## config.mk

```make
export PLATFORM = sky130hd
export DESIGN_NAME = trigger_readout_flat
export DESIGN_NICKNAME = d
export VERILOG_FILES = /design/src/rtl/trigger_readout_pkg.sv /design/src/rtl/trigger_readout_if.sv /design/src/rtl/trigger_readout_chan_sel.sv /design/src/rtl/trigger_readout.sv /design/src/flat_wrapper.sv
export SDC_FILE = /design/constraint.sdc
export NUM_CORES = 1
export LEC_CHECK = 0
export CORE_MARGIN = 2
export CORE_UTILIZATION = 42
export CTS_CLUSTER_DIAMETER = 60
export CTS_CLUSTER_SIZE = 14
export DETAILED_ROUTE_END_ITERATION = 6
export DONT_BUFFER_PORTS = 1
export PLACE_DENSITY_LB_ADDON = 0.12
export SYNTH_ARGS = -nofsm -noshare
export SYNTH_HDL_FRONTEND = slang
export SYNTH_SLANG_ARGS = --single-unit
```

## constraint.sdc

```tcl
create_clock -name clk -period 6.15 [get_ports clk]
set_input_delay 1.23 -clock clk [delete_from_list [all_inputs] [get_ports clk]]
set_output_delay 1.23 -clock clk [all_outputs]
set_load 0.01 [all_outputs]
```

## src/rtl/trigger_readout_pkg.sv

```systemverilog
// Shared definitions for the trigger readout path and the acquisition stage
// that feeds it.
package trigger_readout_pkg;

  localparam int RAM_WIDTH_DEF = 10;
  localparam int NCH_DEF       = 4;
  localparam int RD_LAT_DEF    = 2;

  typedef enum logic [2:0] {
    IDLE,
    WAIT_READY,
    ISSUE,
    WAIT_DATA,
    SEND,
    FIN
  } state_t;

  // Width of a channel index; at least one bit so single-channel builds elaborate.
  function automatic int chan_idx_width(input int n);
    return (n > 1) ? $clog2(n) : 1;
  endfunction

endpackage

```

## src/rtl/trigger_readout_if.sv

```systemverilog
// Byte stream from the readout block to the host transmit path.
// A byte transfers on a clock edge where tx_valid && tx_ready; once tx_valid rises, tx_data is held until that edge.
interface trigger_readout_if;

  logic [7:0] tx_data;
  logic       tx_valid;
  logic       tx_ready;

  modport master (output tx_data, output tx_valid, input tx_ready);
  modport slave  (input tx_data, input tx_valid, output tx_ready);

endinterface

```

## src/rtl/trigger_readout_chan_sel.sv

```systemverilog
// Priority finder: lowest enabled channel whose index is >= from, or none.
module trigger_readout_chan_sel
  import trigger_readout_pkg::*;
#(
  parameter int N = NCH_DEF,
  localparam int CW = chan_idx_width(N)
) (
  input  logic [N-1:0]  mask,
  input  logic [CW:0]   from,
  output logic [CW-1:0] next_ch,
  output logic          none
);

  // Scanning downward lets the lowest qualifying index win.
  always_comb begin
    next_ch = '0;
    none    = 1'b1;
    for (int i = N - 1; i >= 0; i--) begin
      if (mask[i] && ((CW + 1)'(i) >= from)) begin
        next_ch = CW'(i);
        none    = 1'b0;
      end
    end
  end

endmodule

```

## src/rtl/trigger_readout.sv

```systemverilog
// Walks the circular sample RAM from the pre-trigger origin and streams each
// enabled channel's bytes to the host, one RAM read per byte.
module trigger_readout
  import trigger_readout_pkg::*;
#(
  parameter int RAM_WIDTH = RAM_WIDTH_DEF,
  parameter int NCH       = NCH_DEF,
  parameter int RD_LAT    = RD_LAT_DEF
) (
  input  logic                 clk,
  input  logic                 reset,
  input  logic                 start_read,
  input  logic [RAM_WIDTH:0]   nsamples,
  input  logic [NCH-1:0]       chan_mask,
  input  logic                 auto_rearm,
  input  logic                 data_ready,
  input  logic [RAM_WIDTH-1:0] wraddress_triggerpoint,
  input  logic [RAM_WIDTH-1:0] triggerpoint,
  output logic                 rden,
  output logic [RAM_WIDTH-1:0] rdaddress,
  input  logic [8*NCH-1:0]     ram_q,
  trigger_readout_if.master    tx,
  output logic                 busy,
  output logic                 done,
  output logic                 start_trigger,
  output state_t               dbg_state
);

  localparam int CW = chan_idx_width(NCH);
  localparam int LW = (RD_LAT > 1) ? $clog2(RD_LAT) : 1;
  localparam logic [LW-1:0] LAT_LAST = LW'(RD_LAT - 1);
  localparam logic [RAM_WIDTH:0] ONE = (RAM_WIDTH + 1)'(1);

  state_t               state;
  logic [RAM_WIDTH:0]   ns_q;
  logic [NCH-1:0]       mask_q;
  logic                 rearm_q;
  logic [RAM_WIDTH-1:0] base;
  logic [CW-1:0]        ch;
  logic [RAM_WIDTH:0]   count;
  logic [LW-1:0]        lat;
  logic [7:0]           tx_data_q;
  logic                 tx_valid_q;

  logic [RAM_WIDTH-1:0] base_new;
  logic [CW:0]          sel_from;
  logic [CW-1:0]        sel_ch;
  logic                 sel_none;

  assign base_new     = wraddress_triggerpoint - triggerpoint;
  assign sel_from     = (state == WAIT_READY) ? '0 : ({1'b0, ch} + (CW + 1)'(1));
  assign tx.tx_data   = tx_data_q;
  assign tx.tx_valid  = tx_valid_q;
  assign dbg_state    = state;

  trigger_readout_chan_sel #(.N(NCH)) u_chan_sel (
    .mask    (mask_q),
    .from    (sel_from),
    .next_ch (sel_ch),
    .none    (sel_none)
  );

  // rden is raised on entry to ISSUE so it is high exactly for the ISSUE cycle.
  always_ff @(posedge clk or posedge reset) begin
    if (reset) begin
      state         <= IDLE;
      rden          <= 1'b0;
      rdaddress     <= '0;
      tx_data_q     <= '0;
      tx_valid_q    <= 1'b0;
      busy          <= 1'b0;
      done          <= 1'b0;
      start_trigger <= 1'b0;
      ns_q          <= '0;
      mask_q        <= '0;
      rearm_q       <= 1'b0;
      base          <= '0;
      ch            <= '0;
      count         <= '0;
      lat           <= '0;
    end else begin
      done          <= 1'b0;
      start_trigger <= 1'b0;
      case (state)
        IDLE: begin
          if (start_read) begin
            ns_q    <= nsamples;
            mask_q  <= chan_mask;
            rearm_q <= auto_rearm;
            busy    <= 1'b1;
            state   <= (nsamples == '0 || chan_mask == '0) ? FIN : WAIT_READY;
          end
        end
        WAIT_READY: begin
          if (data_ready) begin
            base      <= base_new;
            rdaddress <= base_new;
            ch        <= sel_ch;
            count     <= '0;
            rden      <= 1'b1;
            state     <= ISSUE;
          end
        end
        ISSUE: begin
          rden  <= 1'b0;
          lat   <= '0;
          state <= WAIT_DATA;
        end
        WAIT_DATA: begin
          if (lat == LAT_LAST) begin
            tx_data_q  <= ram_q[8*ch +: 8];
            tx_valid_q <= 1'b1;
            state      <= SEND;
          end else begin
            lat <= lat + 1'b1;
          end
        end
        SEND: begin
          if (tx.tx_ready) begin
            tx_valid_q <= 1'b0;
            if (count == ns_q - ONE) begin
              if (sel_none) begin
                state <= FIN;
              end else begin
                ch        <= sel_ch;
                count     <= '0;
                rdaddress <= base;
                rden      <= 1'b1;
                state     <= ISSUE;
              end
            end else begin
              count     <= count + ONE;
              rdaddress <= rdaddress + 1'b1;
              rden      <= 1'b1;
              state     <= ISSUE;
            end
          end
        end
        FIN: begin
          done          <= 1'b1;
          start_trigger <= rearm_q;
          busy          <= 1'b0;
          state         <= IDLE;
        end
        default: state <= IDLE;
      endcase
    end
  end

endmodule

```

## src/flat_wrapper.sv

```systemverilog
// flat-port wrapper written by rule: the top's interface ports become plain ports
module trigger_readout_flat import trigger_readout_pkg::*;
#(
  parameter int RAM_WIDTH = RAM_WIDTH_DEF,
  parameter int NCH       = NCH_DEF,
  parameter int RD_LAT    = RD_LAT_DEF
)
  (clk, reset, start_read, nsamples, chan_mask, auto_rearm, data_ready, wraddress_triggerpoint, triggerpoint, rden, rdaddress, ram_q, busy, done, start_trigger, dbg_state, tx_tx_data, tx_tx_valid, tx_tx_ready);
  trigger_readout_if tx_i ();
  input  logic clk;
  input  logic reset;
  input  logic start_read;
  input  logic [RAM_WIDTH:0] nsamples;
  input  logic [NCH-1:0] chan_mask;
  input  logic auto_rearm;
  input  logic data_ready;
  input  logic [RAM_WIDTH-1:0] wraddress_triggerpoint;
  input  logic [RAM_WIDTH-1:0] triggerpoint;
  output logic rden;
  output logic [RAM_WIDTH-1:0] rdaddress;
  input  logic [8*NCH-1:0] ram_q;
  output logic busy;
  output logic done;
  output logic start_trigger;
  output state_t dbg_state;
  output wire logic [$bits(tx_i.tx_data)-1:0] tx_tx_data;
  output wire logic [$bits(tx_i.tx_valid)-1:0] tx_tx_valid;
  input wire logic [$bits(tx_i.tx_ready)-1:0] tx_tx_ready;
  assign tx_tx_data = tx_i.tx_data;
  assign tx_tx_valid = tx_i.tx_valid;
  assign tx_i.tx_ready = tx_tx_ready;
  trigger_readout #(.RAM_WIDTH(RAM_WIDTH), .NCH(NCH), .RD_LAT(RD_LAT)) u_core (.clk(clk), .reset(reset), .start_read(start_read), .nsamples(nsamples), .chan_mask(chan_mask), .auto_rearm(auto_rearm), .data_ready(data_ready), .wraddress_triggerpoint(wraddress_triggerpoint), .triggerpoint(triggerpoint), .rden(rden), .rdaddress(rdaddress), .ram_q(ram_q), .tx(tx_i), .busy(busy), .done(done), .start_trigger(start_trigger), .dbg_state(dbg_state));
endmodule
```

==> results.toml <==
[outcome]
status = "completed"

[yosys]
yosysSeqAreaShare = 0.377
synth_nets = 523
synth_compound_area_frac = 0.169
synth-edff-count = 0
synthFlopType = "dfrtp_1"
synthAdderAreaFrac = 0.0418
syn_inst = 436
async_flop_share = 1.00
yosys.area_share.simple = 0.172
ys.warnings.count = 0
synthMuxAreaShare = 0.145
synth_xor_area_frac = 0.0532
syn_area_sq_um = 4380
synth_top_family_by_area = "simple AND/OR/NAND/NOR gates"
synth.distinct_cells = 67
ys_ff_latch = 66
postSynthAreaPerCell_sq_um = 10.0

[cells_and_area]
n_antenna_cell = 0
final_cells = 573
nets = 519
design_area_sq_um = 4620
fillers = 996
syn_to_final_growth_pct = 5.58
drive_gt1_frac = 0.165

[flow_run]
cap_violations = 0

[floorplan]
core_area_sq_um = 10200
boundaryPins = 99
dieArea_sq_um = 11200
die_w_um = 106
rows = 37
die_h_um = 106
start_util = 0.428

[pwr]
power.share.switching = 0.420
peakVddDrop_uv = 170
p_switching_mw = 0.885
power_frac_seq = 0.422
pwr-share-clk = 0.152
leakage_nw = 1.96
pwr-share-comb = 0.426
internal-power_mw = 1.22
pwr_density_cell_nw_per_um2 = 456

[worst_setup_path]
path_class = "reg -> reg"
crit_buf_inv = 0
endpoint = "u_core.rdaddress[5]"
crit_family = "compound AO/OA/AOI/OAI gates"
cpMaxStageDelayCell = "dfrtp_1"
cp.arrival_ns = 3.46
endpoint_kind = "flip-flop"
critPathRequiredTime_ns = 6.38
slowest_delay_ns = 0.76
reg2reg_to = "u_core.rdaddress[5]"
r2r_cells = 8
startpoint_type = "flip-flop"
cp.depth = 8
rr_startpoint = "u_core.ch[0]"
rrSetupSlack_ns = 2.92
path_cells = "ha_1, nor3b_1, a211oi_1, o31a_1, nor2_1, nand3_2, nand2_1, a221o_1"
crit_fanout = 13
crit_start = "u_core.ch[0]"

[sta]
rsz0062_at_grt = "false"
fin_crit_ns = 3.23
fin_tns_setup_ns = 0
worst_pin_slew_ns = 0.862
finalClockSkew_ns = 0.0142
fmax_mhz = 310
relSlewSlack = 0.425
fin_crit_sh = 0.525
hold_viol = 0
slew_violations = 0
setup_viol = 0

[worst_hold_path]
hold_path.startpoint = "u_core.base[1]"
hp-class = "reg -> reg"

[global_route]
gr-total-overflow = 0
antenna_found_initial = 0
grt_first_pass_wirelength_mm = 16.9
grt_pass1_vias = 3417
grt_usage = 0.187
grt_max_degree = 67

[detailed_routing]
routed_wl_mm = 10.2
routedWlPerCell_um = 17.7
vias = 3376
drc = 0
vias_per_cell = 5.89
drtIter0Drc = 157
ant_nets = 0
first_pass_iters = 4

[clocking]
holdBufCountCts = 0
numCtsBuffers = 9
cts_setup_buffers = 0
h-tree-depth = 3
tritoncts = "yes"
cts_sinks = 66
ctsResizeCount = 0
clockBufferDepth = 2
clk_pin_slew_ns = 0.08
root_buffer = "clkbuf_8"
clk_latency_ns = 0.35

[place]
dpl_cell_area_sq_um = 4460
dp_hpwl_mm = 7.40
port_buffers = 0
dp.cells = 557
place_congestion = 0.847
==> metrics by stage <==
stage / worst slack, ns / total power [mW] / utilization / hold slack [ns]
floorplan: 3.05 / 1.60 / - / 0.440
global placement: 2.94 / 1.77 / 0.436 / 0.454
detailed placement: 2.92 / 1.80 / 0.436 / 0.461
CTS: 2.92 / 2.13 / 0.452 / 0.482
global route: 2.65 / 2.29 / 0.452 / 0.498
finish: 2.92 / 2.11 / 0.452 / 0.480
==> worst reg2reg max path, delay by kind of cell (launching register included) <==
| family | cells | cell delay, ns |
|---|---|---|
| AO/OA/AOI/OAI | 3 | 1.20 |
| adder cells (fa/ha/maj) | 1 | 0.39 |
| flip-flops | 1 | 0.76 |
| AND/OR/NAND/NOR | 4 | 0.77 |
==> synthesized netlist by cell type, drive strengths merged (3+ instances only) <==
library cell | number | area share
dfrtp | 66 | 0.38
nor2 | 37 | 0.035
mux2 | 34 | 0.088
nand2 | 31 | 0.027
o21ai | 20 | 0.023
inv | 19 | 0.016
a21oi | 16 | 0.018
xnor2 | 15 | 0.030
ha | 13 | 0.037
clkbuf | 11 | 0.010
nand2b | 11 | 0.016
nand3 | 11 | 0.014
a21o | 10 | 0.017
a221o | 10 | 0.023
nor2b | 9 | 0.013
xor2 | 9 | 0.018
and3 | 8 | 0.011
mux4 | 8 | 0.041
a31oi | 7 | 0.011
buf | 7 | 0.015
mux2i | 7 | 0.016
a31o | 6 | 0.014
nor3 | 6 | 0.0069
a211oi | 5 | 0.0086
nor4 | 5 | 0.0071
or4 | 5 | 0.0094
and2 | 4 | 0.0057
o21a | 4 | 0.0069
or3 | 4 | 0.0057
nand4 | 3 | 0.0043
o22ai | 3 | 0.0043
o2bb2ai | 3 | 0.0060
==> power groups by stage <==
stage / clock network [mW] / logic (mW) / registers, mW
floorplan: 0 / 0.817 / 0.788
global placement: 0 / 0.875 / 0.897
detailed placement: 0 / 0.900 / 0.904
CTS: 0.327 / 0.904 / 0.895
global route: 0.353 / 1.01 / 0.928
finish: 0.320 / 0.897 / 0.890
==> state kept, by name, summed over array words and instances (netlist names) <==
register              cells
u_core.busy               1
u_core.start_trigger      1
u_core.base              10
u_core.ch                 2
u_core.dbg_state          3
u_core.rdaddress         10
u_core.mask_q             4
u_core.rden               1
u_core.done               1
u_core.count             11
u_core.ns_q              11
u_core.tx.tx_valid        1
u_core.tx.tx_data         8
u_core.rearm_q            1
u_core.lat                1
==> per-layer routing <==
layer  up-vias  wire [um]  GRT usage
met5         -          0          0
met4         0         87     0.0423
met3         7        611     0.0429
met2        92       4930      0.318
met1      1675       4530      0.244
li1       1602          -          -
==> kinds of logic after synthesis <==
| family | count (synthesis) |
|---|---|
| compound gates | 102 |
| xor+xnor | 25 |
| fa+ha+maj | 14 |
| buf+inv | 37 |
| flops | 66 |
| mux | 49 |
| simple gates | 143 |
==> final cells by class <==
class / instances / area [sq um] / area share
tap: 136 / 170 / 0.0368
inverter: 19 / 71.3 / 0.0154
timing repair buffer: 3 / 22.5 / 0.00488
clock inverter: 5 / 31.3 / 0.00677
clock buffer: 11 / 131 / 0.0284
sequential: 66 / 1650 / 0.358
multi-input combinational: 333 / 2540 / 0.550
==> cell usage in the layout (no fill, tap or decap), drive strengths merged, types with 13 or more instances in the layout <==
| master | n |
|---|---|
| a21oi | 16 |
| nand2 | 31 |
| mux2 | 34 |
| nor2 | 37 |
| inv | 19 |
| ha | 13 |
| dfrtp | 66 |
| o21ai | 20 |
| xnor2 | 15 |
==> worst min-delay path by stage <==
stage,to,slack (ns),cells after the start
5_1_grt,u_core.base[2],0.50,1
3_3_place_gp,u_core.base[5],0.45,1
6_report,u_core.base[1],0.48,1
4_1_cts,u_core.base[1],0.48,1
3_5_place_dp,u_core.base[1],0.46,1
2_1_floorplan,u_core.base[3],0.44,2
Note: power is estimated with default switching activity, not from simulation.
